$ cat src/rtl/avr_cpu_regpair_seq.sv
// Sequences 16-bit register-pair ops (ADIW/SBIW/MOVW/LD16) onto the 8-bit single-port register file.
// Optional DEBUG_PORT_EN macro adds a debug read/write port served while idle.
`timescale 1ns/1ps
module avr_cpu_regpair_seq #(
    parameter int IMM_W = 6
) (
    input  logic             clk,
    input  logic             rst,
    input  logic             req,
    input  logic [1:0]       op,
    input  logic [4:0]       d_base,
    input  logic [4:0]       r_base,
    input  logic [IMM_W-1:0] imm,
    input  logic [15:0]      wdata,
    output logic             ack,
    output logic             busy,
    output logic             done,
    output logic [15:0]      result,
    output logic [4:0]       flags,
    output logic             flags_we,
    output logic [4:0]       rf_r_addr,
    output logic [4:0]       rf_d_addr,
    input  logic [7:0]       rf_r_out,
    input  logic [7:0]       rf_d_out,
    output logic [7:0]       rf_d_in,
`ifdef DEBUG_PORT_EN
    input  logic             dbg_req,
    input  logic             dbg_we,
    input  logic [4:0]       dbg_addr,
    input  logic [7:0]       dbg_wdata,
    output logic [7:0]       dbg_rdata,
    output logic             dbg_ack,
`endif
    output logic             rf_we
);

    localparam logic [1:0] OP_ADIW = 2'b00;
    localparam logic [1:0] OP_SBIW = 2'b01;
    localparam logic [1:0] OP_MOVW = 2'b10;
    localparam logic [1:0] OP_LD16 = 2'b11;

    typedef enum logic [1:0] {S_IDLE, S_LO, S_HI, S_DONE} state_t;

    state_t           state_reg, state_next;
    logic [1:0]       op_reg;
    logic [4:1]       d_pair_reg;
    logic [4:1]       r_pair_reg;
    logic [IMM_W-1:0] imm_reg;
    logic [15:0]      wdata_reg;
    logic             carry_reg;
    logic [15:0]      result_reg;
    logic [4:0]       flags_reg;

    logic [15:0] imm_ext;
    logic [8:0]  lo_sum, lo_diff;
    logic [7:0]  hi_sum, hi_diff;
    logic [7:0]  byte_val;
    logic [15:0] r_word;
    logic [4:0]  flags_next;
    logic        is_arith;
    logic        unused_bits;

    // Pair bit0 is ignored by definition; only [4:1] is captured.
    assign unused_bits = d_base[0] ^ r_base[0];

    assign imm_ext  = 16'(imm_reg);
    assign is_arith = (op_reg == OP_ADIW) || (op_reg == OP_SBIW);
    assign lo_sum   = {1'b0, rf_d_out} + {1'b0, imm_ext[7:0]};
    assign lo_diff  = {1'b0, rf_d_out} - {1'b0, imm_ext[7:0]};
    assign hi_sum   = rf_d_out + imm_ext[15:8] + {7'b0, carry_reg};
    assign hi_diff  = rf_d_out - imm_ext[15:8] - {7'b0, carry_reg};

    // State register
    always_ff @(posedge clk or negedge rst) begin
        if (!rst) begin
            state_reg <= S_IDLE;
        end else begin
            state_reg <= state_next;
        end
    end

    // Next-state logic
    always_comb begin
        state_next = state_reg;
        case (state_reg)
            S_IDLE: if (req) state_next = S_LO;
            S_LO:   state_next = S_HI;
            S_HI:   state_next = S_DONE;
            S_DONE: state_next = S_IDLE;
            default: state_next = S_IDLE;
        endcase
    end

    // Byte produced in the current half-cycle of the op
    always_comb begin
        byte_val = 8'h00;
        if (state_reg == S_LO) begin
            case (op_reg)
                OP_ADIW: byte_val = lo_sum[7:0];
                OP_SBIW: byte_val = lo_diff[7:0];
                OP_MOVW: byte_val = rf_r_out;
                default: byte_val = wdata_reg[7:0];
            endcase
        end else if (state_reg == S_HI) begin
            case (op_reg)
                OP_ADIW: byte_val = hi_sum;
                OP_SBIW: byte_val = hi_diff;
                OP_MOVW: byte_val = rf_r_out;
                default: byte_val = wdata_reg[15:8];
            endcase
        end
    end

    // Word flags, evaluated in HI while the original high byte is still on rf_d_out
    always_comb begin
        logic n, z, v, c;
        r_word = {byte_val, result_reg[7:0]};
        n = r_word[15];
        z = (r_word == 16'h0000);
        if (op_reg == OP_SBIW) begin
            v = rf_d_out[7] & ~r_word[15];
            c = r_word[15] & ~rf_d_out[7];
        end else begin
            v = ~rf_d_out[7] & r_word[15];
            c = ~r_word[15] & rf_d_out[7];
        end
        flags_next = {n ^ v, v, n, z, c};
    end

`ifdef DEBUG_PORT_EN
    logic       dbg_serve;
    logic [7:0] dbg_rdata_reg;
    logic       dbg_ack_reg;

    // CPU request has priority over a debug access in the same cycle.
    assign dbg_serve = rst && (state_reg == S_IDLE) && !req && dbg_req;
    assign dbg_rdata = dbg_rdata_reg;
    assign dbg_ack   = dbg_ack_reg;

    always_ff @(posedge clk or negedge rst) begin
        if (!rst) begin
            dbg_rdata_reg <= 8'h00;
            dbg_ack_reg   <= 1'b0;
        end else begin
            dbg_ack_reg <= dbg_serve;
            if (dbg_serve) dbg_rdata_reg <= rf_d_out;
        end
    end
`endif

    // Output logic
    always_comb begin
        ack       = 1'b0;
        busy      = 1'b0;
        done      = 1'b0;
        flags_we  = 1'b0;
        rf_we     = 1'b0;
        rf_d_addr = 5'd0;
        rf_r_addr = 5'd0;
        rf_d_in   = 8'h00;
        case (state_reg)
            S_IDLE: begin
                ack = rst & req;
`ifdef DEBUG_PORT_EN
                if (dbg_serve) begin
                    rf_d_addr = dbg_addr;
                    rf_we     = dbg_we;
                    rf_d_in   = dbg_wdata;
                end
`endif
            end
            S_LO: begin
                busy      = 1'b1;
                rf_we     = 1'b1;
                rf_d_addr = {d_pair_reg, 1'b0};
                rf_r_addr = {r_pair_reg, 1'b0};
                rf_d_in   = byte_val;
            end
            S_HI: begin
                busy      = 1'b1;
                rf_we     = 1'b1;
                rf_d_addr = {d_pair_reg, 1'b1};
                rf_r_addr = {r_pair_reg, 1'b1};
                rf_d_in   = byte_val;
            end
            S_DONE: begin
                busy     = 1'b1;
                done     = 1'b1;
                flags_we = is_arith;
            end
            default: ;
        endcase
    end

    // Captured request, inter-byte carry/borrow and held result/flags
    always_ff @(posedge clk or negedge rst) begin
        if (!rst) begin
            op_reg     <= 2'b00;
            d_pair_reg <= 4'd0;
            r_pair_reg <= 4'd0;
            imm_reg    <= '0;
            wdata_reg  <= 16'h0000;
            carry_reg  <= 1'b0;
            result_reg <= 16'h0000;
            flags_reg  <= 5'b00000;
        end else begin
            case (state_reg)
                S_IDLE: begin
                    if (req) begin
                        op_reg     <= op;
                        d_pair_reg <= d_base[4:1];
                        r_pair_reg <= r_base[4:1];
                        imm_reg    <= imm;
                        wdata_reg  <= wdata;
                    end
                end
                S_LO: begin
                    result_reg[7:0] <= byte_val;
                    carry_reg       <= (op_reg == OP_SBIW) ? lo_diff[8] : lo_sum[8];
                end
                S_HI: begin
                    result_reg[15:8] <= byte_val;
                    if (is_arith) flags_reg <= flags_next;
                end
                default: ;
            endcase
        end
    end

    assign result = result_reg;
    assign flags  = flags_reg;

endmodule

$ cat config.mk
export PLATFORM = sky130hd
export DESIGN_NAME = avr_cpu_regpair_seq
export DESIGN_NICKNAME = d
export VERILOG_FILES = /design/src/rtl/avr_cpu_regpair_seq.sv
export SDC_FILE = /design/constraint.sdc
export NUM_CORES = 1
export LEC_CHECK = 0
export ABC_CLOCK_PERIOD_IN_PS = 4700
export BUFFER_PORTS_ARGS = -buffer_cell sky130_fd_sc_hd__buf_4
export CAP_MARGIN = 20
export CORE_MARGIN = 2
export CORE_UTILIZATION = 25
export DETAILED_ROUTE_END_ITERATION = 8
export PLACE_DENSITY = 0.44
export SLEW_MARGIN = 20
export SYNTH_ARGS = -nofsm -noshare
export SYNTH_HDL_FRONTEND = slang
export SYNTH_SLANG_ARGS = --single-unit
$ cat constraint.sdc
create_clock -name clk -period 4.7 [get_ports clk]
set_clock_uncertainty 0.05 [all_clocks]
set_input_delay 0.705 -clock clk [delete_from_list [all_inputs] [get_ports clk]]
set_output_delay 0.705 -clock clk [all_outputs]
set_load 0.03 [all_outputs]
# [After elaboration in Yosys (flattened, before gate mapping)]
# Index checks and enable logic that the tools add are counted.
[op_classes] add_sub_neg=4 eq_ne=6 muxes=17 n_bitwise=6 n_reduce_logical=8
[op_table] operator="one-hot mux 8 bit (3 select lines)" count=2
[op_table] operator="two-way mux 8 bit" count=3
[op_table] operator="one-hot mux 5 bit (2 select lines)" count=2
[op_table] operator="zero test 16 bit" count=1
[op_table] operator="adder 8 x 6 -> 9 bit" count=1
[op_table] operator="subtractor 8 x 6 -> 9 bit" count=1
[op_table] operator="adder 8 x 1 -> 8 bit" count=1
[op_table] operator="two-way mux 1 bit" count=8
[op_table] operator="one-hot mux 2 bit (4 select lines)" count=1
[op_table] operator="subtractor 8 x 1 -> 8 bit" count=1
[op_table] operator="equality test 2 bit, second input constant" count=3
[op_table] operator="equality test 2 x 1 -> 1 bit, second input constant" count=2
[op_table] operator="zero test 2 bit" count=2
[op_table] operator="AND reduction 2 bit" count=2
[op_table] operator="AND 1 bit" count=3
[op_table] operator="OR reduction 3 bit" count=1
[op_table] operator="two-way mux 2 bit" count=1
[op_table] operator="!= test 2 bit, second input constant" count=1
[op_table] operator="NOT 1 bit" count=2
[op_table] operator="OR reduction 2 bit" count=1
[op_table] operator="logical OR 1 bit" count=1
[op_table] operator="bitwise XOR 1 bit" count=1
[word_totals] register_bits=56 inputBits=53 output_inout_bits=44 wordCells=51

# [Logic depth before layout (Yosys ltp)]
[logic_depth] depth_word=8 ltp_mapped=11 mapped_depth_nobuf=11

# [Least setup slack after synthesis]
# OpenSTA, ideal clock, no wires.
[synth_path] kind="in2out" from="in rf_d_out[0]" to="out rf_d_in[6]" arrival_ns=2.652 t_required_ns=3.945 path_slack_ns=1.293 path_stages=9 n_path_buf=0 cell_sequence="ha_1 > fa_1 > nor2b_1 > o211ai_1 > a21oi_1 > o31ai_1 > xnor2_1 > a221oi_1 > nor2b_1"
[synth_between] elab_chain_cells=5 word_cells_on_any_way=9 cone_classes="add/sub: 4; mux: 5"
[synth_lines] element="start: declaration" line="24" rtl="input logic [7:0] rf_d_out,"
[synth_lines] element="subtractor 8 x 1 -> 8 bit / adder 8 x 1 -> 8 bit (equally long branches)" line="71, 70"
[synth_lines] element="one-hot mux 8 bit (3 select lines)" line="105" rtl="case (op_reg)"
[synth_lines] element="two-way mux 8 bit" line="104" rtl="end else if (state_reg == S_HI) begin"
[synth_lines] element="two-way mux 8 bit *" line="97" rtl="if (state_reg == S_LO) begin"
[synth_lines] element="two-way mux 8 bit *" line="161" rtl="case (state_reg)"
[synth_lines] element="end: declaration" line="25" rtl="output logic [7:0] rf_d_in,"
# Mark *: on every way between the ends. The rest lies on a longest branch, timed or not.

# [Final worst setup path]
[layout_path] from="reg op_reg[1]" to="out rf_d_in[7]"
[layout_between] elab_chain_cells=5 word_cells_on_any_way=8 cone_classes="eq/ne: 2; mux: 5; reduce/logical: 1"
[layout_lines] element="start: declaration" line="45" rtl="logic [1:0] op_reg;"
[layout_lines] element="start signal: assignment" line="210" rtl="op_reg <= op;"
[layout_lines] element="equality test 2 bit (tied with other cells)" line="98, 105"
[layout_lines] element="one-hot mux 8 bit (3 select lines)" line="105"
[layout_lines] element="two-way mux 8 bit" line="104"
[layout_lines] element="two-way mux 8 bit *" line="97"
[layout_lines] element="two-way mux 8 bit *" line="161"
# Marked as above.

==> results.yml <==
run_status:
  outcome: "finished, final reports clean"
timing:
  timing.hold.ws_ps: 390.1
  fin_crit_sh: 0.8349
  final-hold-violation-count: 0
  rsz0062_at_grt: "no"
  tightest_slew_ps: 761.7
  worst_slack_ps: 776.0
  max_freq_mhz: 254.8
  maxSlewViolCount: 0
  finalSetupViolCount: 0
  min_period_ps: 3924
  max-slew-margin-rel: 0.4922
  setup_tns_ps: 0
layout:
  n_antenna_cell: 0
  fillers: 1521
  syn2layout_area_growth_pct: 27.11
  drive_above_1_share: 0.3230
  final-seq-area_um2: 1401
  fin_nets: 562
  multi_input_area_um2: 2233
  fin_util: 0.3223
drt:
  vias: 3236
  wl_um: 10870
  wl_per_cell_um: 16.20
  viasPerCell: 4.823
  ant_nets: 0
  drt_iter0_markers: 153
  drc: 0
  dr.pass1.iters: 4
logic_synthesis:
  synth_fp_nets: 474
  syn_area_um2: 3812
  synth-edff-count: 0
  yosys-top-cells-area: "dfrtp_1 37%, mux2_2 11%, ha_1 7.9%"
  netlist.area_leader.share: 0.3676
  yosys_warnings: 0
  ys_seq_elements: 56
  synth_ff_type: "dfrtp_1"
  synth.largest_area_cell: "dfrtp_1"
  synthDistinctLibCells: 62
  synth_common_cells: "56 x dfrtp_1, 36 x mux2_2, 30 x nand2_1, 26 x a21oi_1, 25 x nor2_1"
  ys_seq_area_frac: 0.3676
  synth_area_per_cell_um2: 9.676
  ys_async_sr_fraction: 1.000
  syn_inst: 394
  yosysMostFrequentCell: "dfrtp_1"
setup_path:
  worstPathArrival_ps: 3170
  criticalPathCategory: "register to output pin"
  crit_path_end_kind: "output pin"
  crit_required_ps: 3940
  start_kind: "register"
  path_max_fanout: 8
pwr:
  p_sw_frac: 0.4896
  seqPwrFrac: 0.230
  power_density_nw_per_um2: 787.8
  cellLeakagePower_uw: 0.002214
  p_total_uw: 3818
  p_switching_uw: 1869
  p_comb_frac: 0.668
  pwr-share-clk: 0.102
  p_int_uw: 1948
  ir_drop_v: 0.0002453
clock_tree:
  cts_resized: 0
  clockRootBuffer: "clkbuf_16"
  post_cts.repair.setup_buffers: 0
  insertion_delay_ps: 310
  htreeDepth: 2
  cts_hold_buf: 0
  numCtsBuffers: 5
  cts_buffer_depth: 2
  cts_tree: "built"
  clkSlewWorstSetupHoldPaths_ps: 80
  clock-sinks: 56
worst_hold_path:
  hold_class: "input port to asynchronous set/reset pin"
placement:
  io_buffers: 94
  post-place-ws_ps: 964.7
  gp_congestion: 0.8415
  dpl.hpwl_um: 8385
floorplanning:
  rows: 45
  die_width_um: 127.5
  die_h_um: 127.5
  io_pins: 97
  core-area_um2: 15030
  initial_core_util: 0.2536
  dieArea_um2: 16250
global_route:
  grt_pass1_vias: 3262
  overflow: 0
  antenna_found_initial: 0
  grt_max_degree: 58
  grt.total_usage: 0.1389
  grt_pass1_wl_um: 17530
flow_run:
  drv_cap: 0
==> worst paths after layout <==
check,start,to,slack (ps),cells past startpoint
max,op_reg[1]$_DFFE_PN0P_,rf_d_in[7],780,11
min,rst,result[14]$_DFFE_PN0P_,390,1
max reg2reg,op_reg[1]$_DFFE_PN0P_,flags[1]$_DFFE_PN0P_,1610,10
min reg2reg,flags[4]$_DFFE_PN0P_,flags[4]$_DFFE_PN0P_,440,2
max in group asynchronous,rst,wdata_reg[15]$_DFFE_PN0P_,3680,1
min in group clk,flags[4]$_DFFE_PN0P_,flags[4]$_DFFE_PN0P_,440,2
==> through the flow <==
step | cells | cell area, um2
floorplan | 394 | 3812
global placement | 663 | 4703
detailed placement | 663 | 4703
CTS | 671 | 4846
global route | 671 | 4846
finish | 671 | 4846
==> cells by family after synthesis <==
logic type / Yosys count / synth area share
flops: 56 / 0.3676
mux: 45 / 0.1336
fa+ha+maj: 27 / 0.09452
compound gates: 96 / 0.1707
xor+xnor: 5 / 0.01149
simple gates: 124 / 0.1756
buf+inv: 41 / 0.04660
==> critical path: stages (launching register included) <==
cell and delay (ps):
dfrtp_1 370, nand2b_1 240, nand2_1 330, ha_1 300, nor2b_1 150, o2111ai_1 240
nand4_1 180, a2111o_1 430, nand3_1 170, or2_1 160, and2_1 130, buf_4 160
==> per-layer routing <==
metal | vias up | wire, um | GRT usage | part of all wire
li1 | 1592 | - | - | -
met1 | 1559 | 5068 | 0.1907 | 0.47
met2 | 75 | 5091 | 0.2180 | 0.47
met3 | 10 | 559 | 0.03308 | 0.051
met4 | 0 | 149 | 0.04072 | 0.014
met5 | - | 0 | 0 | 0
==> power by group through the flow <==
stage / Combinational (uW) / Clock (uW) / Sequential [uW]
final: 2550 / 390 / 878
after global placement: 2550 / 0 / 877
after floorplan: 1650 / 0 / 1000
after global routing: 2810 / 435 / 915
after CTS: 2580 / 412 / 880
after detailed placement: 2570 / 0 / 890
==> placed cells by master, fill, tap and decap left out, drive strengths merged, types with 2 or more instances in the layout <==
master	count
buf	100
dfrtp	56
mux2	37
nand2	30
a21oi	26
nor2	25
ha	24
inv	23
o21ai	21
nand3	13
and2	13
nor2b	12
nor3	8
nand2b	7
mux2i	7
o21a	6
a21o	6
a31oi	6
clkbuf	6
nor4	4
o211ai	3
xnor2	3
o2111ai	3
and3	3
fa	3
o31ai	2
o31a	2
xor2	2
a211oi	2
o311ai	2
or3	2
a32o	2
nand4	2
a2111oi	2
a221oi	2
nor3b	2
==> layout make-up <==
type | count | share of cell area
multi-input combinational | 297 | 0.4609
sequential | 56 | 0.2892
timing repair buffer | 100 | 0.1549
tap | 188 | 0.04854
clock buffer | 6 | 0.02659
inverter | 22 | 0.01704
clock inverter | 2 | 0.002840
Power figures use the tool's default switching activity.
